--- src/rtl/bram_stream_reader_pkg.sv ---
// Shared types and helpers for the BRAM stream reader.
//   state_e    : controller states
//   SKID_DEPTH : entries in the read-latency skid buffer
//   next_addr  : sequential address step with wrap at ram_size
package bram_stream_reader_pkg;

  typedef enum logic [1:0] {
    IDLE,
    ISSUE,
    DRAIN,
    FINISH
  } state_e;

  localparam int unsigned SKID_DEPTH = 2;
  localparam int unsigned SKID_PTR_W = $clog2(SKID_DEPTH);
  localparam int unsigned SKID_CNT_W = $clog2(SKID_DEPTH + 1);

  function automatic int unsigned next_addr(input int unsigned addr, input int unsigned ram_size);
    return (addr >= ram_size - 1) ? 0 : addr + 1;
  endfunction

endpackage

--- src/rtl/bram_stream_reader_if.sv ---
// Valid/ready output stream of the BRAM stream reader.
//   m_valid : word valid (master -> slave)
//   m_ready : consumer ready (slave -> master)
//   m_data  : word
//   m_last  : final word of the transfer
interface bram_stream_reader_if #(
  parameter int unsigned data_width = 72
);
  logic                  m_valid;
  logic                  m_ready;
  logic [data_width-1:0] m_data;
  logic                  m_last;

  modport master (output m_valid, output m_data, output m_last, input m_ready);
  modport slave  (input m_valid, input m_data, input m_last, output m_ready);
endinterface

--- src/rtl/bram_rd_skid_fifo.sv ---
// Two-entry FIFO that absorbs the RAM read latency (data plus last flag).
//   clk, rst_n                : clock, async active-low reset
//   push_i/push_data_i/_last_i: write side
//   pop_i                     : remove head (ignored when empty)
//   head_data_o/head_last_o   : current head entry
//   count_o, empty_o, full_o  : occupancy
module bram_rd_skid_fifo
  import bram_stream_reader_pkg::*;
#(
  parameter int unsigned data_width = 72
) (
  input  logic                  clk,
  input  logic                  rst_n,
  input  logic                  push_i,
  input  logic [data_width-1:0] push_data_i,
  input  logic                  push_last_i,
  input  logic                  pop_i,
  output logic [data_width-1:0] head_data_o,
  output logic                  head_last_o,
  output logic [SKID_CNT_W-1:0] count_o,
  output logic                  empty_o,
  output logic                  full_o
);

  logic [data_width-1:0] data_q [SKID_DEPTH];
  logic [SKID_DEPTH-1:0] last_q;
  logic [SKID_PTR_W-1:0] wr_q, rd_q;
  logic [SKID_CNT_W-1:0] cnt_q;
  logic                  do_push, do_pop;

  assign empty_o     = (cnt_q == '0);
  assign full_o      = (cnt_q == SKID_CNT_W'(SKID_DEPTH));
  assign count_o     = cnt_q;
  assign head_data_o = data_q[rd_q];
  assign head_last_o = last_q[rd_q];

  // A push into a full buffer is only safe when the head leaves in the same cycle.
  assign do_pop  = pop_i && !empty_o;
  assign do_push = push_i && (!full_o || do_pop);

  always_ff @(posedge clk or negedge rst_n) begin
    if (!rst_n) begin
      for (int unsigned i = 0; i < SKID_DEPTH; i++) data_q[i] <= '0;
      last_q <= '0;
      wr_q   <= '0;
      rd_q   <= '0;
      cnt_q  <= '0;
    end else begin
      if (do_push) begin
        data_q[wr_q] <= push_data_i;
        last_q[wr_q] <= push_last_i;
        wr_q         <= wr_q + SKID_PTR_W'(1);
      end
      if (do_pop) rd_q <= rd_q + SKID_PTR_W'(1);
      case ({do_push, do_pop})
        2'b10:   cnt_q <= cnt_q + SKID_CNT_W'(1);
        2'b01:   cnt_q <= cnt_q - SKID_CNT_W'(1);
        default: cnt_q <= cnt_q;
      endcase
    end
  end

endmodule

--- src/rtl/bram_stream_reader.sv ---
// Read-side client for one BRAM port: on start, reads `length` words from
// `start_addr` (wrapping at ram_size) and emits them on a valid/ready stream.
//   clk, rst_n         : clock, async active-low reset
//   start/start_addr/length : command (accepted only in IDLE)
//   busy, done         : status; done pulses once after the last beat
//   ram_addr/ram_wr/ram_din/ram_dout : RAM port (read only, 1-cycle latency)
//   m                  : output stream (bram_stream_reader_if.master)
module bram_stream_reader
  import bram_stream_reader_pkg::*;
#(
  parameter int unsigned data_width    = 72,
  parameter int unsigned address_width = 10,
  parameter int unsigned ram_size      = 512,
  parameter int unsigned len_width     = address_width + 1
) (
  input  logic                     clk,
  input  logic                     rst_n,
  input  logic                     start,
  input  logic [address_width-1:0] start_addr,
  input  logic [len_width-1:0]     length,
  output logic                     busy,
  output logic                     done,
  output logic [address_width-1:0] ram_addr,
  output logic                     ram_wr,
  output logic [data_width-1:0]    ram_din,
  input  logic [data_width-1:0]    ram_dout,
  bram_stream_reader_if.master     m
);

  state_e                   state_q, state_d;
  logic [address_width-1:0] addr_q, addr_d;
  logic [address_width-1:0] ram_addr_q, ram_addr_d;
  logic [len_width-1:0]     issue_cnt_q, issue_cnt_d;
  logic [len_width-1:0]     beat_cnt_q, beat_cnt_d;
  logic                     in_flight_q, in_flight_d;
  logic                     flight_last_q, flight_last_d;

  logic                     fifo_empty, fifo_full, fifo_last;
  logic [SKID_CNT_W-1:0]    fifo_count;
  logic [data_width-1:0]    fifo_data;
  logic                     pop, slot_free, can_issue;

  bram_rd_skid_fifo #(
    .data_width(data_width)
  ) u_skid (
    .clk        (clk),
    .rst_n      (rst_n),
    .push_i     (in_flight_q),
    .push_data_i(ram_dout),
    .push_last_i(flight_last_q),
    .pop_i      (pop),
    .head_data_o(fifo_data),
    .head_last_o(fifo_last),
    .count_o    (fifo_count),
    .empty_o    (fifo_empty),
    .full_o     (fifo_full)
  );

  assign m.m_valid = !fifo_empty;
  assign m.m_data  = fifo_data;
  assign m.m_last  = !fifo_empty && fifo_last;
  assign pop       = !fifo_empty && m.m_ready;

  assign busy     = (state_q != IDLE);
  assign done     = (state_q == FINISH);
  assign ram_addr = ram_addr_q;
  assign ram_wr   = 1'b0;
  assign ram_din  = '0;

  // Reads in flight count as occupied slots so a stalled consumer can never
  // overrun the two-entry buffer; slot_free is implied by the occupancy term
  // but kept as a direct guard.
  assign slot_free = !fifo_full || pop;
  assign can_issue = slot_free &&
                     ((32'(fifo_count) + 32'(in_flight_q) - 32'(pop)) < SKID_DEPTH);

  always_comb begin
    state_d       = state_q;
    addr_d        = addr_q;
    ram_addr_d    = ram_addr_q;
    issue_cnt_d   = issue_cnt_q;
    beat_cnt_d    = beat_cnt_q;
    in_flight_d   = 1'b0;
    flight_last_d = flight_last_q;

    if (pop) beat_cnt_d = beat_cnt_q - len_width'(1);

    case (state_q)
      IDLE: begin
        if (start) begin
          if (length != '0) begin
            addr_d      = start_addr;
            issue_cnt_d = length;
            beat_cnt_d  = length;
            state_d     = ISSUE;
          end else begin
            state_d = FINISH;
          end
        end
      end
      ISSUE: begin
        if (can_issue) begin
          ram_addr_d    = addr_q;
          in_flight_d   = 1'b1;
          flight_last_d = (issue_cnt_q == len_width'(1));
          addr_d        = address_width'(next_addr(32'(addr_q), ram_size));
          issue_cnt_d   = issue_cnt_q - len_width'(1);
          if (issue_cnt_q == len_width'(1)) state_d = DRAIN;
        end
      end
      DRAIN: begin
        if (pop && beat_cnt_q == len_width'(1)) state_d = FINISH;
      end
      FINISH: begin
        state_d = IDLE;
      end
      default: state_d = IDLE;
    endcase
  end

  always_ff @(posedge clk or negedge rst_n) begin
    if (!rst_n) begin
      state_q       <= IDLE;
      addr_q        <= '0;
      ram_addr_q    <= '0;
      issue_cnt_q   <= '0;
      beat_cnt_q    <= '0;
      in_flight_q   <= 1'b0;
      flight_last_q <= 1'b0;
    end else begin
      state_q       <= state_d;
      addr_q        <= addr_d;
      ram_addr_q    <= ram_addr_d;
      issue_cnt_q   <= issue_cnt_d;
      beat_cnt_q    <= beat_cnt_d;
      in_flight_q   <= in_flight_d;
      flight_last_q <= flight_last_d;
    end
  end

endmodule

--- src/flat_wrapper.sv ---
// flat-port wrapper written by rule: the top's interface ports become plain ports
module bram_stream_reader_flat import bram_stream_reader_pkg::*;
#(
  parameter int unsigned data_width    = 72,
  parameter int unsigned address_width = 10,
  parameter int unsigned ram_size      = 512,
  parameter int unsigned len_width     = address_width + 1
)
  (clk, rst_n, start, start_addr, length, busy, done, ram_addr, ram_wr, ram_din, ram_dout, m_m_valid, m_m_data, m_m_last, m_m_ready);
  bram_stream_reader_if #(.data_width(data_width)) m_i ();
  input  logic clk;
  input  logic rst_n;
  input  logic start;
  input  logic [address_width-1:0] start_addr;
  input  logic [len_width-1:0] length;
  output logic busy;
  output logic done;
  output logic [address_width-1:0] ram_addr;
  output logic ram_wr;
  output logic [data_width-1:0] ram_din;
  input  logic [data_width-1:0] ram_dout;
  output wire logic [$bits(m_i.m_valid)-1:0] m_m_valid;
  output wire logic [$bits(m_i.m_data)-1:0] m_m_data;
  output wire logic [$bits(m_i.m_last)-1:0] m_m_last;
  input wire logic [$bits(m_i.m_ready)-1:0] m_m_ready;
  assign m_m_valid = m_i.m_valid;
  assign m_m_data = m_i.m_data;
  assign m_m_last = m_i.m_last;
  assign m_i.m_ready = m_m_ready;
  bram_stream_reader #(.data_width(data_width), .address_width(address_width), .ram_size(ram_size), .len_width(len_width)) u_core (.clk(clk), .rst_n(rst_n), .start(start), .start_addr(start_addr), .length(length), .busy(busy), .done(done), .ram_addr(ram_addr), .ram_wr(ram_wr), .ram_din(ram_din), .ram_dout(ram_dout), .m(m_i));
endmodule
--- config.mk ---
export PLATFORM = sky130hd
export DESIGN_NAME = bram_stream_reader_flat
export DESIGN_NICKNAME = d
export VERILOG_FILES = /design/src/rtl/bram_stream_reader_pkg.sv /design/src/rtl/bram_stream_reader_if.sv /design/src/rtl/bram_rd_skid_fifo.sv /design/src/rtl/bram_stream_reader.sv /design/src/flat_wrapper.sv
export SDC_FILE = /design/constraint.sdc
export NUM_CORES = 1
export LEC_CHECK = 0
export ABC_AREA = 1
export ABC_CLOCK_PERIOD_IN_PS = 5900
export CORE_MARGIN = 5
export CORE_UTILIZATION = 25
export CTS_BUF_LIST = sky130_fd_sc_hd__clkbuf_4
export CTS_CLUSTER_DIAMETER = 30
export DETAILED_ROUTE_END_ITERATION = 10
export SLEW_MARGIN = 20
export SYNTH_ARGS = -nofsm -noshare
export SYNTH_HDL_FRONTEND = slang
export SYNTH_HIERARCHICAL = 1
export SYNTH_SLANG_ARGS = --single-unit
--- constraint.sdc ---
create_clock -name clk -period 5.9 [get_ports clk]
set_clock_uncertainty 0.2 [all_clocks]
set_input_delay 1.475 -clock clk [delete_from_list [all_inputs] [get_ports clk]]
set_output_delay 1.475 -clock clk [all_outputs]
set_load 0.01 [all_outputs]
; ---- Word level (Yosys, flattened, before mapping)
; Index checks and enable logic that the tools add are counted.
[op_classes]
addsub = 9
mul = 0
n_div = 0
magnitude_cmp = 8
n_eq_ne = 13
shift = 0
muxes = 33
n_bitwise = 2
reduce_logical = 21
[op_table]
columns = cell, count
row1 = $mux W72, 4
row2 = $bwmux W144, 1
row3 = $mux W11, 7
row4 = $demux W72 S1, 1
row5 = $mux W10, 4
row6 = $lt A32 B2 Y1 const B, 1
row7 = $sub A32 B1 Y32, 1
row8 = $eq A11 B1 Y1 const B, 2
row9 = $pmux W11 S2, 1
row10 = $sub A11 B1 Y11 const B, 2
row11 = $pmux W10 S2, 1
row12 = $reduce_bool A11 Y1, 1
row13 = $add A10 B1 Y10 const B, 1
row14 = $ge A10 B9 Y1 const B, 1
row15 = $mux W2, 5
row16 = $eq A2 B2 Y1 const B, 4
row17 = $logic_and A1 B1 Y1, 8
row18 = $ne A2 B1 Y1 const B, 4
row19 = $pmux W2 S4, 1
row20 = $reduce_and A4 Y1, 2
row21 = $reduce_bool A2 Y1, 3
row22 = $mux W1, 5
row23 = $eq A2 B1 Y1 const B, 2
row24 = $ge A2 B2 Y1 const B, 2
row25 = 16 further kinds, 22
[word_totals]
regBits = 196
latchBits = 0
mem_bits_rw = 0
romBits = 0
inputBits = 97
output_inout_bits = 159
word_cells = 99
n_memories = 0

; ---- Logic depth before layout (Yosys ltp)
[logic_depth]
word_depth = 8
ltp_mapped = 16
ltp_nobuf = 15

; ---- By module
; The synthesis kept the hierarchy.
[modules_own_cells]
columns = mod, instances, cells_each, area_each_um2, seq_area_each_um2
row1 = bram_rd_skid_fifo, 1, 809, 6801.5, 3753.6
row2 = bram_stream_reader, 1, 504, 3559.7, 1151.1

; ---- Worst setup path before layout
; Ideal clock, no wire load.
[synth_path]
path_type = input-to-reg
start = input port m_m_ready
end = register u_core.ram_addr_q[3] (netlist: u_core/ram_addr[3])
t_arrival_ps = 3181
required_ps = 5583
path_slack_ps = 2402
stages = 12
path_cell_list = inv_1 > nor2_4 > nand2_1 > a21oi_1 > fa_1 > a21oi_4 > nand3_4 > nor2_8 > inv_2 > buf_4 > nand2_1 > nand2_1
[synth_between]
elab_chain_len = 5
elab_cells_between_ends = 6
cone_classes = 1 x add/sub / 1 x order compare / 4 x reduce/logical
[synth_lines]
columns = item, line
row1 = start: declaration, flat_wrapper.sv:25  ; input wire logic [$bits(m_i.m_ready)-1:0] m_m_ready;
row2 = $logic_and A1 B1 Y1 (*), bram_stream_reader.sv:62  ; assign pop = !fifo_empty && m.m_ready;
row3 = via u_core.pop, bram_stream_reader.sv:41  ; logic pop, slot_free, can_issue;
row4 = $sub A32 B1 Y32, bram_stream_reader.sv:75  ; ((32'(fifo_count) + 32'(in_flight_q) - 32'(pop)) < SKID_DEPTH);
row5 = $lt A32 B2 Y1, bram_stream_reader.sv:75
row6 = $logic_and A1 B1 Y1 (*), bram_stream_reader.sv:74  ; assign can_issue = slot_free &&
row7 = $reduce_and A2 Y1 (no source line) (*), n/a
row8 = end signal: assignment, bram_stream_reader.sv:133  ; ram_addr_q <= ram_addr_d;
row9 = end: declaration, bram_stream_reader.sv:32  ; logic [address_width-1:0] ram_addr_q, ram_addr_d;
; Mark *: on every way through the listed nets, which the timed path passes. The rest lies on a longest branch.
; A chain may end at the register's enable or synchronous reset.

; ---- Final worst setup path
[layout_path]
start = register u_core.u_skid.rd_q
end = output port m_m_data[41]
[layout_between]
elab_chain_len = 4
[layout_lines]
columns = item, line
row1 = start: declaration, bram_rd_skid_fifo.sv:27  ; logic [SKID_PTR_W-1:0] wr_q, rd_q;
row2 = start signal: assignment, bram_rd_skid_fifo.sv:54  ; if (do_pop) rd_q <= rd_q + SKID_PTR_W'(1);
row3 = $not A1 Y2 (not written as such), bram_rd_skid_fifo.sv:34  ; assign head_data_o = data_q[rd_q];
row4 = $mux W72 (not written as such) (3 in a row), bram_rd_skid_fifo.sv:34
row5 = end: declaration, flat_wrapper.sv:23  ; output wire logic [$bits(m_i.m_data)-1:0] m_m_data;
; Every way passes these cells. The select of a mux whose other input is x is not followed.

==> results.toml <==
[status]
outcome = "finished, final reports clean"

[global_routing]
grt.overflow.total = 0
global_route_wire_length_before_repair_mm = 42.5
first_global_vias = 8183
grt_max_degree = 114
groute.usage.overall = 0.115
antenna_violations_before_repair = 3

[logic_synthesis]
synth-seq-area-share = 0.473
post_synth_num_cell_types = 38
synth.cell_area_sq_mm = 0.0104
synth-edff-count = 0
postSynthRegisterBits = 196
mapped_avg_cell_area_sq_um = 7.89
yosys.area.top_type = "sky130_fd_sc_hd__dfrtp_1"
synthCells = 1313
synthTopCellsByArea = "sky130_fd_sc_hd__dfrtp_1, sky130_fd_sc_hd__nand2_1, sky130_fd_sc_hd__o21ai_2"
yosysWarnings = 6
synthDominantCellAreaShare = 0.473
ys_dominant_reg_cell = "sky130_fd_sc_hd__dfrtp_1"
async_reset_ff_frac = 1.00

[die]
starting_density = 0.253
num_io_pins = 256
chipWidth_um = 214
die_area_sq_mm = 0.0456
chipHeight_um = 214
floorplan.rows = 74
design.core.area_sq_mm = 0.0409

[sta]
slew_headroom = 0.326
number_of_max_slew_violations_in_the_final_report = 0
max_clock_freq_ghz = 0.224
worst_slack_ns = 1.44
finalHoldViolations = 0
min_period_over_period = 0.757
rsz0062_at_grt = "false"
fin_setup_tns_ns = 0
setup_violations = 0
final_period_minus_worst_setup_slack_ns = 4.46
max_slew.worst_pin.slew_ns = 1.01

[cts]
clkTransAtPathRegs_ns = 0.16
cts_resized = 0
cts_htree_levels = 4
root_buffer = "sky130_fd_sc_hd__clkbuf_4"
tritoncts.num_buffers = 17
cts_hold_buf = 0
clock_sink_count = 196
cts.path.max_buffers = 2
worstSkewPairLatency_ns = 0.60
tritoncts = "built"
postCtsSetupBuffers = 0

[drt]
via_per_instance_ratio = 4.17
met3_wirelength_mm = 1.25
wl_met1_mm = 11.8
detail-route-antenna-nets = 0
vias = 8383
remaining_drc_errors = 0
detail_route.wirelength_mm = 26.5
routedWlPerCell_um = 13.2
highest_layer = "met4"
met2_wirelength_mm = 13.1
initialDrtViolationCount = 515
detailedRoute.firstPassIterationCount = 7

[setup_path]
critical_path_endpoint_category = "primary output"
worst_ep_arrival_time_ns = 2.79
crit_path_leading_delay_family = "buffers and inverters"
critPathSlowestCell = "sky130_fd_sc_hd__buf_4"
cp_common_cell = "sky130_fd_sc_hd__nand2_1"
top_fanout_value_on_the_critical_path = 54
path_class = "reg -> out"
crit-reg2reg-launch = "u_core/u_skid/count_o[1]"
worstPathBufferInverterCount = 3
setup.worst_path.start_class = "register"
timing.critical_path.slowest_cell_delay_ns = 0.65
worst_setup_path_startpoint = "u_core/u_skid/rd_q"
data_required_critical_path_ns = 4.22
crit_chain = "inv_2 > buf_4 > nand2_1 > nand2_1 > clkdlybuf4s50_1"

[power]
power.total_mw = 6.36
p_switching_mw = 2.79
pwr-share-clk = 0.122
p_sw_frac = 0.438
static-leakage-power_nw = 6.39
internal-power_mw = 3.57
power_density_mw_per_mm2 = 505
irDropWorstVdd_mv = 0.170
combPwrFrac = 0.517
power.sequential.fraction = 0.361

[place]
port_buffers = 182
dp_slack_ns = 1.37
place_congestion = 0.783
final_hpwl_from_detailed_placement_mm = 18.1

[flow_run]
drv_cap = 0

[hold_path]
hold_path_class = "reg -> reg"
hold_start = "u_core/u_skid/data_q[107]"

[layout]
num-fill-cells = 4390
drive_gt1_frac = 0.0841
syn_to_final_growth_pct = 21.4
layout.nets = 1569
power by group through the flow:
stage          combinational (mW)  sequential [mW]  clock, mW
2_1_floorplan                2.21             2.23          0
3_3_place_gp                 3.27             2.30          0
3_5_place_dp                 3.34             2.32          0
4_1_cts                      3.35             2.29      0.835
5_1_grt                      3.70             2.38      0.877
6_report                     3.28             2.29      0.778
final timing paths:
kind / to / slack (ns) / cells past startpoint
setup reg to reg: u_core/addr_q[5] / 2.63 / 13
min in group asynchronous: u_core/u_skid/data_q[108] / 0.79 / 1
setup / recovery: m_m_data[41] / 1.44 / 5
max in group asynchronous: u_core/u_skid/data_q[16] / 3.49 / 2
hold reg to reg: u_core/u_skid/data_q[107] / 0.30 / 2
hold / removal: u_core/u_skid/data_q[107] / 0.30 / 2
Yosys cell counts (2+ instances only):
library cell               count
sky130_fd_sc_hd__clkbuf_1     26
sky130_fd_sc_hd__inv_1       132
sky130_fd_sc_hd__nand2_4       2
sky130_fd_sc_hd__o21bai_1      5
sky130_fd_sc_hd__o21ai_0     111
sky130_fd_sc_hd__inv_2         3
sky130_fd_sc_hd__nand2_1     542
sky130_fd_sc_hd__or2_2         3
sky130_fd_sc_hd__nor2_1       34
sky130_fd_sc_hd__nand4_1       6
sky130_fd_sc_hd__xor2_1        9
sky130_fd_sc_hd__nand2_2       2
sky130_fd_sc_hd__nor2_4        2
sky130_fd_sc_hd__buf_6        19
sky130_fd_sc_hd__o21ai_2      64
sky130_fd_sc_hd__a21oi_1       6
sky130_fd_sc_hd__nand3_1      36
sky130_fd_sc_hd__o21ai_1       2
sky130_fd_sc_hd__a31oi_1       3
sky130_fd_sc_hd__ha_1         10
sky130_fd_sc_hd__dfrtp_1     196
sky130_fd_sc_hd__buf_4        74
sky130_fd_sc_hd__buf_2        11
layout make-up:
type | instances | area (sq um) | area share
Timing Repair Buffer | 188 | 1880 | 0.150
Antenna cell | 3 | 7.51 | 0.000597
Multi-Input combinational cell | 923 | 4310 | 0.342
Inverter | 135 | 507 | 0.0403
Tap cell | 532 | 666 | 0.0529
Sequential cell | 196 | 4910 | 0.390
Clock inverter | 14 | 168 | 0.0133
Clock buffer | 18 | 135 | 0.0107
per-layer routing:
layer,vias to the layer above,global-route usage
met1,3970,0.151
met2,190,0.191
li1,4203,-
met4,0,0.0331
met3,20,0.0252
met5,-,0
state kept, by name, summed over array words and instances, names as in the netlist:
register	count
u_core/u_skid/rd_q	1
u_core/u_skid/wr_q	1
u_core/addr_q	10
u_core/in_flight_q	1
u_core/issue_cnt_q	11
u_core/state_q	2
u_core/ram_addr	10
u_core/beat_cnt_q	11
u_core/u_skid/count_o	2
u_core/flight_last_q	1
u_core/u_skid/data_q	144
u_core/u_skid/last_q	2
worst reg2reg max path, delay by kind of cell (launching register included):
kind	cells	cell delay [ns]
AND/OR/NAND/NOR	8	1.39
AO/OA/AOI/OAI	2	0.36
buffers and inverters	2	0.23
flip-flops	1	0.48
adder cells (fa/ha/maj)	1	0.49
cell families (layout without fill, tap and decap cells):
logic type               Yosys count  in the layout  share of synthesized area
AO/OA/AOI/OAI                    194            194                      0.120
XOR/XNOR                          10             10                    0.00845
adder cells (fa/ha/maj)           11             11                     0.0140
buffers and inverters            266            355                      0.138
flip-flops                       196            196                      0.473
other                              1             76                   0.000362
AND/OR/NAND/NOR                  635            635                      0.246
placed cells by master, fill, tap and decap left out, types with 2 or more instances in the layout:
master,n
sky130_fd_sc_hd__inv_1,131
sky130_fd_sc_hd__nor2_1,34
sky130_fd_sc_hd__inv_6,2
sky130_fd_sc_hd__a31oi_1,3
sky130_fd_sc_hd__buf_4,5
sky130_fd_sc_hd__nand3_4,2
sky130_fd_sc_hd__clkbuf_4,18
sky130_fd_sc_hd__nand2_2,2
sky130_fd_sc_hd__bufinv_16,2
sky130_fd_sc_hd__nand2_1,542
sky130_fd_sc_hd__or2_2,3
sky130_fd_sc_hd__dfrtp_1,195
sky130_fd_sc_hd__o21ai_2,64
sky130_fd_sc_hd__inv_2,4
sky130_fd_sc_hd__o21ai_0,111
sky130_fd_sc_hd__xor2_1,9
sky130_fd_sc_hd__nand4_1,6
sky130_fd_sc_hd__clkinv_4,3
sky130_fd_sc_hd__inv_8,4
sky130_fd_sc_hd__nand2_4,2
sky130_fd_sc_hd__nand3_1,35
sky130_fd_sc_hd__ha_1,10
sky130_fd_sc_hd__clkinvlp_4,2
sky130_fd_sc_hd__nor2_4,2
sky130_fd_sc_hd__a21oi_1,6
sky130_fd_sc_hd__o21ai_1,2
sky130_fd_sc_hd__o21bai_1,5
sky130_fd_sc_hd__diode_2,3
sky130_fd_sc_hd__clkdlybuf4s50_1,181
sky130_fd_sc_hd__conb_1,73
through the flow:
step | instances | area, sq um | hold WS (ns) | utilization
final | 2009 | 12600 | 0.302 | 0.307
after global routing | 2009 | 12600 | 0.322 | 0.307
after CTS | 2006 | 12600 | 0.305 | 0.307
after detailed placement | 1974 | 12300 | 0.268 | 0.300
after global placement | 1974 | 12300 | 0.259 | 0.300
after floorplan | 1385 | 10600 | 0.242 | -
Note: power is estimated with default switching activity, not from simulation.
